==> src/rtl/id_ex_hazard_stage_if.sv <==
// Decode-to-EX bundle for id_ex_hazard_stage: ID-side operands/controls in,
// registered EX fields and fetch-control strobes out.
interface id_ex_hazard_stage_if #(
  parameter int DATA_WIDTH     = 32,
  parameter int REG_ADDR_WIDTH = 4
);
  logic [7:0]                control_signals_in;
  logic [REG_ADDR_WIDTH-1:0] rs1_id;
  logic [REG_ADDR_WIDTH-1:0] rs2_id;
  logic [REG_ADDR_WIDTH-1:0] rd_id;
  logic [DATA_WIDTH-1:0]     rs1_data_id;
  logic [DATA_WIDTH-1:0]     rs2_data_id;
  logic                      branch_taken;
  logic                      mem_busy;
  logic [7:0]                ex_control_signals;
  logic [REG_ADDR_WIDTH-1:0] ex_rd;
  logic [DATA_WIDTH-1:0]     ex_rs1_data;
  logic [DATA_WIDTH-1:0]     ex_rs2_data;
  logic                      pc_write_en;
  logic                      if_id_write_en;
  logic                      if_id_flush;
  logic                      stall_active;

  modport master (
    output control_signals_in, rs1_id, rs2_id, rd_id, rs1_data_id, rs2_data_id,
           branch_taken, mem_busy,
    input  ex_control_signals, ex_rd, ex_rs1_data, ex_rs2_data,
           pc_write_en, if_id_write_en, if_id_flush, stall_active
  );

  modport slave (
    input  control_signals_in, rs1_id, rs2_id, rd_id, rs1_data_id, rs2_data_id,
           branch_taken, mem_busy,
    output ex_control_signals, ex_rd, ex_rs1_data, ex_rs2_data,
           pc_write_en, if_id_write_en, if_id_flush, stall_active
  );
endinterface

==> src/rtl/id_ex_hazard_stage.sv <==
// ID/EX pipeline register with load-use / taken-branch bubble insertion and
// memory-stall freeze. Optional macro HAZARD_STATS_EN adds a stall_count port.
module id_ex_hazard_stage #(
  parameter int DATA_WIDTH     = 32,
  parameter int REG_ADDR_WIDTH = 4,
  parameter int BRANCH_PENALTY = 2
) (
  input  logic                clk,
  input  logic                rst,
  id_ex_hazard_stage_if.slave bus
`ifdef HAZARD_STATS_EN
  ,
  output logic [15:0]         stall_count
`endif
);

  localparam logic [0:0] RUN   = 1'b0;
  localparam logic [0:0] FLUSH = 1'b1;
  localparam logic [2:0] FLUSH_LEN = 3'(BRANCH_PENALTY - 1);

  logic [0:0]                state;
  logic [2:0]                cnt;
  logic [7:0]                ex_ctrl_q;
  logic [REG_ADDR_WIDTH-1:0] ex_rd_q;
  logic [DATA_WIDTH-1:0]     ex_rs1_q;
  logic [DATA_WIDTH-1:0]     ex_rs2_q;

  logic ex_is_load;
  logic load_use;
  logic bubble;
  logic pc_we;
  logic ifid_we;
  logic ifid_fl;
  logic stall;

  assign ex_is_load = ex_ctrl_q[7] & (ex_ctrl_q[5:4] == 2'b00);
  assign load_use   = ex_is_load & ((ex_rd_q == bus.rs1_id) | (ex_rd_q == bus.rs2_id));

  // Priority: rst > mem_busy > branch/FLUSH > load_use > normal.
  always_comb begin
    pc_we   = 1'b0;
    ifid_we = 1'b0;
    ifid_fl = 1'b0;
    stall   = 1'b0;
    bubble  = 1'b0;
    if (!rst) begin
      if (bus.mem_busy) begin
        stall = 1'b1;
      end else if ((state == FLUSH) || bus.branch_taken) begin
        pc_we   = 1'b1;
        ifid_we = 1'b1;
        ifid_fl = 1'b1;
        stall   = 1'b1;
        bubble  = 1'b1;
      end else if (load_use) begin
        stall  = 1'b1;
        bubble = 1'b1;
      end else begin
        pc_we   = 1'b1;
        ifid_we = 1'b1;
      end
    end
  end

  always_ff @(posedge clk or posedge rst) begin
    if (rst) begin
      ex_ctrl_q <= '0;
      ex_rd_q   <= '0;
      ex_rs1_q  <= '0;
      ex_rs2_q  <= '0;
    end else if (!bus.mem_busy) begin
      if (bubble) begin
        ex_ctrl_q <= '0;
        ex_rd_q   <= '0;
        ex_rs1_q  <= '0;
        ex_rs2_q  <= '0;
      end else begin
        ex_ctrl_q <= bus.control_signals_in;
        ex_rd_q   <= bus.rd_id;
        ex_rs1_q  <= bus.rs1_data_id;
        ex_rs2_q  <= bus.rs2_data_id;
      end
    end
  end

  // cnt holds the bubbles still owed after the current FLUSH cycle plus one.
  always_ff @(posedge clk or posedge rst) begin
    if (rst) begin
      state <= RUN;
      cnt   <= '0;
    end else if (!bus.mem_busy) begin
      if (state == FLUSH) begin
        if (cnt == 3'd1) begin
          state <= RUN;
          cnt   <= '0;
        end else begin
          cnt <= cnt - 3'd1;
        end
      end else if (bus.branch_taken && (BRANCH_PENALTY > 1)) begin
        state <= FLUSH;
        cnt   <= FLUSH_LEN;
      end
    end
  end

`ifdef HAZARD_STATS_EN
  always_ff @(posedge clk or posedge rst) begin
    if (rst) begin
      stall_count <= '0;
    end else if (bubble && (stall_count != 16'hFFFF)) begin
      stall_count <= stall_count + 16'd1;
    end
  end
`endif

  assign bus.ex_control_signals = ex_ctrl_q;
  assign bus.ex_rd              = ex_rd_q;
  assign bus.ex_rs1_data        = ex_rs1_q;
  assign bus.ex_rs2_data        = ex_rs2_q;
  assign bus.pc_write_en        = pc_we;
  assign bus.if_id_write_en     = ifid_we;
  assign bus.if_id_flush        = ifid_fl;
  assign bus.stall_active       = stall;

endmodule

==> src/flat_wrapper.sv <==
// flat-port wrapper written by rule: the top's interface ports become plain ports
module id_ex_hazard_stage_flat 
#(
  parameter int DATA_WIDTH     = 32,
  parameter int REG_ADDR_WIDTH = 4,
  parameter int BRANCH_PENALTY = 2
)
  (clk, rst, bus_control_signals_in, bus_rs1_id, bus_rs2_id, bus_rd_id, bus_rs1_data_id, bus_rs2_data_id, bus_branch_taken, bus_mem_busy, bus_ex_control_signals, bus_ex_rd, bus_ex_rs1_data, bus_ex_rs2_data, bus_pc_write_en, bus_if_id_write_en, bus_if_id_flush, bus_stall_active);
  id_ex_hazard_stage_if #(.DATA_WIDTH(DATA_WIDTH), .REG_ADDR_WIDTH(REG_ADDR_WIDTH)) bus_i ();
  input  logic clk;
  input  logic rst;
  input wire logic [$bits(bus_i.control_signals_in)-1:0] bus_control_signals_in;
  input wire logic [$bits(bus_i.rs1_id)-1:0] bus_rs1_id;
  input wire logic [$bits(bus_i.rs2_id)-1:0] bus_rs2_id;
  input wire logic [$bits(bus_i.rd_id)-1:0] bus_rd_id;
  input wire logic [$bits(bus_i.rs1_data_id)-1:0] bus_rs1_data_id;
  input wire logic [$bits(bus_i.rs2_data_id)-1:0] bus_rs2_data_id;
  input wire logic [$bits(bus_i.branch_taken)-1:0] bus_branch_taken;
  input wire logic [$bits(bus_i.mem_busy)-1:0] bus_mem_busy;
  output wire logic [$bits(bus_i.ex_control_signals)-1:0] bus_ex_control_signals;
  output wire logic [$bits(bus_i.ex_rd)-1:0] bus_ex_rd;
  output wire logic [$bits(bus_i.ex_rs1_data)-1:0] bus_ex_rs1_data;
  output wire logic [$bits(bus_i.ex_rs2_data)-1:0] bus_ex_rs2_data;
  output wire logic [$bits(bus_i.pc_write_en)-1:0] bus_pc_write_en;
  output wire logic [$bits(bus_i.if_id_write_en)-1:0] bus_if_id_write_en;
  output wire logic [$bits(bus_i.if_id_flush)-1:0] bus_if_id_flush;
  output wire logic [$bits(bus_i.stall_active)-1:0] bus_stall_active;
  assign bus_i.control_signals_in = bus_control_signals_in;
  assign bus_i.rs1_id = bus_rs1_id;
  assign bus_i.rs2_id = bus_rs2_id;
  assign bus_i.rd_id = bus_rd_id;
  assign bus_i.rs1_data_id = bus_rs1_data_id;
  assign bus_i.rs2_data_id = bus_rs2_data_id;
  assign bus_i.branch_taken = bus_branch_taken;
  assign bus_i.mem_busy = bus_mem_busy;
  assign bus_ex_control_signals = bus_i.ex_control_signals;
  assign bus_ex_rd = bus_i.ex_rd;
  assign bus_ex_rs1_data = bus_i.ex_rs1_data;
  assign bus_ex_rs2_data = bus_i.ex_rs2_data;
  assign bus_pc_write_en = bus_i.pc_write_en;
  assign bus_if_id_write_en = bus_i.if_id_write_en;
  assign bus_if_id_flush = bus_i.if_id_flush;
  assign bus_stall_active = bus_i.stall_active;
  id_ex_hazard_stage #(.DATA_WIDTH(DATA_WIDTH), .REG_ADDR_WIDTH(REG_ADDR_WIDTH), .BRANCH_PENALTY(BRANCH_PENALTY)) u_core (.clk(clk), .rst(rst), .bus(bus_i));
endmodule
==> config.mk <==
export PLATFORM = sky130hd
export DESIGN_NAME = id_ex_hazard_stage_flat
export DESIGN_NICKNAME = d
export VERILOG_FILES = /design/src/rtl/id_ex_hazard_stage_if.sv /design/src/rtl/id_ex_hazard_stage.sv /design/src/flat_wrapper.sv
export SDC_FILE = /design/constraint.sdc
export NUM_CORES = 1
export LEC_CHECK = 0
export CORE_ASPECT_RATIO = 0.75
export CORE_MARGIN = 2
export CORE_UTILIZATION = 44
export CTS_CLUSTER_DIAMETER = 40
export CTS_CLUSTER_SIZE = 24
export DETAILED_ROUTE_END_ITERATION = 10
export PLACE_DENSITY = 0.9
export SYNTH_ARGS = -nofsm -noshare
export SYNTH_HDL_FRONTEND = slang
export SYNTH_SLANG_ARGS = --single-unit
==> constraint.sdc <==
create_clock -name clk -period 8.12 [get_ports clk]
set_input_delay 0.812 -clock clk [delete_from_list [all_inputs] [get_ports clk]]
set_output_delay 0.812 -clock clk [all_outputs]
set_load 0.1 [all_outputs]
==> results.yml <==
cells_and_area:
  seqCellArea_sq_um: 2002
  diodes: 0
  layout_commonest_cell: "clkdlybuf4s50_1"
  drive_above_1_share: 0.04494
  final_cell_mix: "166 x clkdlybuf4s50_1, 80 x dfrtp_1, 76 x nand2_1"
  fin_cells: 639
  n_fill_cell: 634
  multi_input_area_sq_um: 1305
  fin_nets: 620
  synthToLayoutAreaGrowth_pct: 53.61
yosys:
  synthAdderAreaFrac: 0.007186
  synth_cell_types: 27
  synth_warnings: 0
  syn-num-nets: 471
  synth_top_family_by_area: "simple AND/OR/NAND/NOR gates"
  yosysSeqAreaShare: 0.5749
  synthMuxAreaShare: 0
  netlist_area_sq_um: 3482
  synthXorXnorAreaFrac: 0.02012
  syn_inst: 381
  yosysTopAreaCell: "dfrtp_1"
  syn_avg_cell_area_sq_um: 9.139
  synth-compound-area-share: 0.1301
  yosys.area_share.simple: 0.2120
  synth_top_area_frac: 0.5749
  ys_ff_latch: 80
  synth_area_leaders: "dfrtp_1 57%, nand3_1 11%, o21ai_0 10%, nand2_1 8.2%, xnor2_1 2.0%"
timing:
  period_share: 0.5695
  slew_violations: 0
  setup_slack_ps: 3496
  period_needed_ps: 4624
  slew_headroom: 0.3257
  hold_viol: 0
  fmaxAchievable_mhz: 216.3
  final.setup.tns_ps: 0
  finalClockSkew_ps: 11.29
  setup_viol: 0
  tightest_slew_ps: 1008
  rsz0062_at_grt: "false"
floorplanning:
  die_area_sq_um: 8649
  rows: 28
  core-area_sq_um: 7777
  initial_utilization: 0.4477
  ioPinCount: 168
  die_w_um: 106.7
  fp.dieH_um: 81.04
global_routing:
  grtUsageTotal: 0.2342
  grt_antenna_before_repair: 0
  grt-ovfl-total: 0
  grt_pass1_wl_um: 15820
  grt_start_max_net_pins: 84
  grt_pass1_vias: 3239
setup_path:
  cp.buffers_inverters: 4
  cp.depth: 7
  path_common_cell: "clkdlybuf4s50_1"
  end_kind: "primary output"
  worstPathMaxFanout: 81
  crit_end: "bus_stall_active"
  path_delay_family: "buffers and inverters"
  rr_worst_depth: 5
  r2r_slack_ps: 5890
  worstSetupPathType: "in -> out"
  r2r-end: "u_core.bus.ex_rs2_data[20]"
  cpPeakStageDelay_ps: 1140
  crit_path_start_kind: "input pin"
  crit_required_ps: 7310
  r2r_start: "u_core.bus.ex_rd[3]"
  slowest_stage: "clkdlybuf4s50_1"
  crit_arrival_ps: 3810
  worstSetupStartpoint: "rst"
  crit_chain: "clkdlybuf4s50_1 > clkinv_2 > buf_4 > nand2_1 > a21oi_4 > o21bai_1 > clkdlybuf4s50_1"
power_and_ir_drop:
  p_leak_nw: 2.189
  p_per_area_nw_per_um2: 270.0
  ir_drop_v: 0.0001413
  finalPower_w: 0.001444
min_path:
  hp-class: "reg -> reg"
  whs_path_depth: 2
run_status:
  outcome: "finished clean"
cts:
  insertion_delay_ps: 350
  hold_buffers: 0
  ctsHtreeMaxLevel: 3
  cts_tree: "yes"
  clk_pin_slew_ps: 80
  cts_resized: 0
  cts_num_sinks: 80
  clk_path_buf_depth: 2
  post_cts_buffers: 0
  root_buffer: "clkbuf_8"
  cts_buffers: 9
route:
  vias: 3291
  wire_per_inst_um: 15.68
  drc: 0
  drtAntennaViolNets: 0
  drt_wl_total_um: 10020
  dr.pass1.iters: 5
  first_iter_violations: 174
  via_per_inst: 5.150
run:
  max_cap_viol_count: 0
place:
  gp_congestion: 0.7477
  hpwl_um: 6824
  post-place-cells: 624
  place_ws_ps: 3422
  port_buffers: 167
-- where the power goes --
| part | switching (W) | internal (W) | total, W |
|---|---|---|---|
| clock | 0.000141 | 0.000140 | 0.000281 |
| combinational | 0.000498 | 0.000167 | 0.000665 |
| sequential | 0.0000421 | 0.000456 | 0.000498 |
| total | 0.000681 | 0.000764 | 0.00144 |
-- stage by stage --
step	utilization	area (sq um)	hold slack [ps]
3_3_place_gp	0.6638	5162	466.1
2_1_floorplan	-	3482	467.2
4_1_cts	0.6877	5349	491.6
3_5_place_dp	0.6638	5162	472.2
5_1_grt	0.6877	5349	524.6
6_report	0.6877	5349	487.5
-- flip-flops by register name (all words and copies together), names as in the netlist --
register / cells
u_core.bus.ex_rd: 4
u_core.bus.ex_rs1_data: 32
u_core.bus.ex_rs2_data: 32
u_core.cnt: 3
u_core.bus.ex_control_signals: 8
u_core.state: 1
-- area by class of cell --
cell class | count | share of cell area
Clock inverter | 5 | 0.01099
Clock buffer | 10 | 0.02386
Multi-Input combinational cell | 262 | 0.2440
Tap cell | 105 | 0.02456
Timing Repair Buffer | 172 | 0.3186
Sequential cell | 80 | 0.3743
Inverter | 5 | 0.003743
-- routing by layer --
layer / vias to the layer above / GRT usage / part of all wire
met4: 0 / 0.07403 / 0.013
li1: 1586 / - / -
met3: 16 / 0.06661 / 0.070
met2: 122 / 0.3815 / 0.48
met5: - / 0 / 0
met1: 1567 / 0.3067 / 0.44
-- how the worst min path moves through the flow --
stage,from,to,slack (ps)
after floorplan,u_core.cnt[0],u_core.cnt[0],470
after global placement,u_core.bus.ex_rs1_data[3],u_core.bus.ex_rs1_data[3],470
after detailed placement,u_core.bus.ex_control_signals[1],u_core.bus.ex_control_signals[1],470
after CTS,u_core.bus.ex_control_signals[1],u_core.bus.ex_control_signals[1],490
after global routing,u_core.bus.ex_rs2_data[8],u_core.bus.ex_rs2_data[8],520
final,u_core.bus.ex_control_signals[1],u_core.bus.ex_control_signals[1],490
-- logic make-up after synthesis --
logic type,Yosys count
compound gates,86
fa+ha+maj,2
xor+xnor,8
buf+inv,39
flops,80
simple gates,166
-- tightest hold or removal path, cell delays in order (launching register included) --
cell,delay (ps)
dfrtp_1,350
nand2_1,50
o21ai_0,60
-- Yosys cell counts (all sizes together) --
| cell type | count |
|---|---|
| dfrtp | 80 |
| nand2 | 76 |
| nor2 | 6 |
| xnor2 | 8 |
| a311oi | 1 |
| clkbuf | 22 |
| nor3 | 2 |
| a22oi | 2 |
| o2bb2ai | 1 |
| nor3b | 1 |
| and2 | 1 |
| buf | 12 |
| o21ai | 75 |
| nor2b | 2 |
| nand3 | 75 |
| nand4 | 2 |
| nand2b | 1 |
| inv | 5 |
| ha | 2 |
| a21oi | 4 |
| o21bai | 2 |
| o22ai | 1 |
Power figures use the tool's default switching activity.
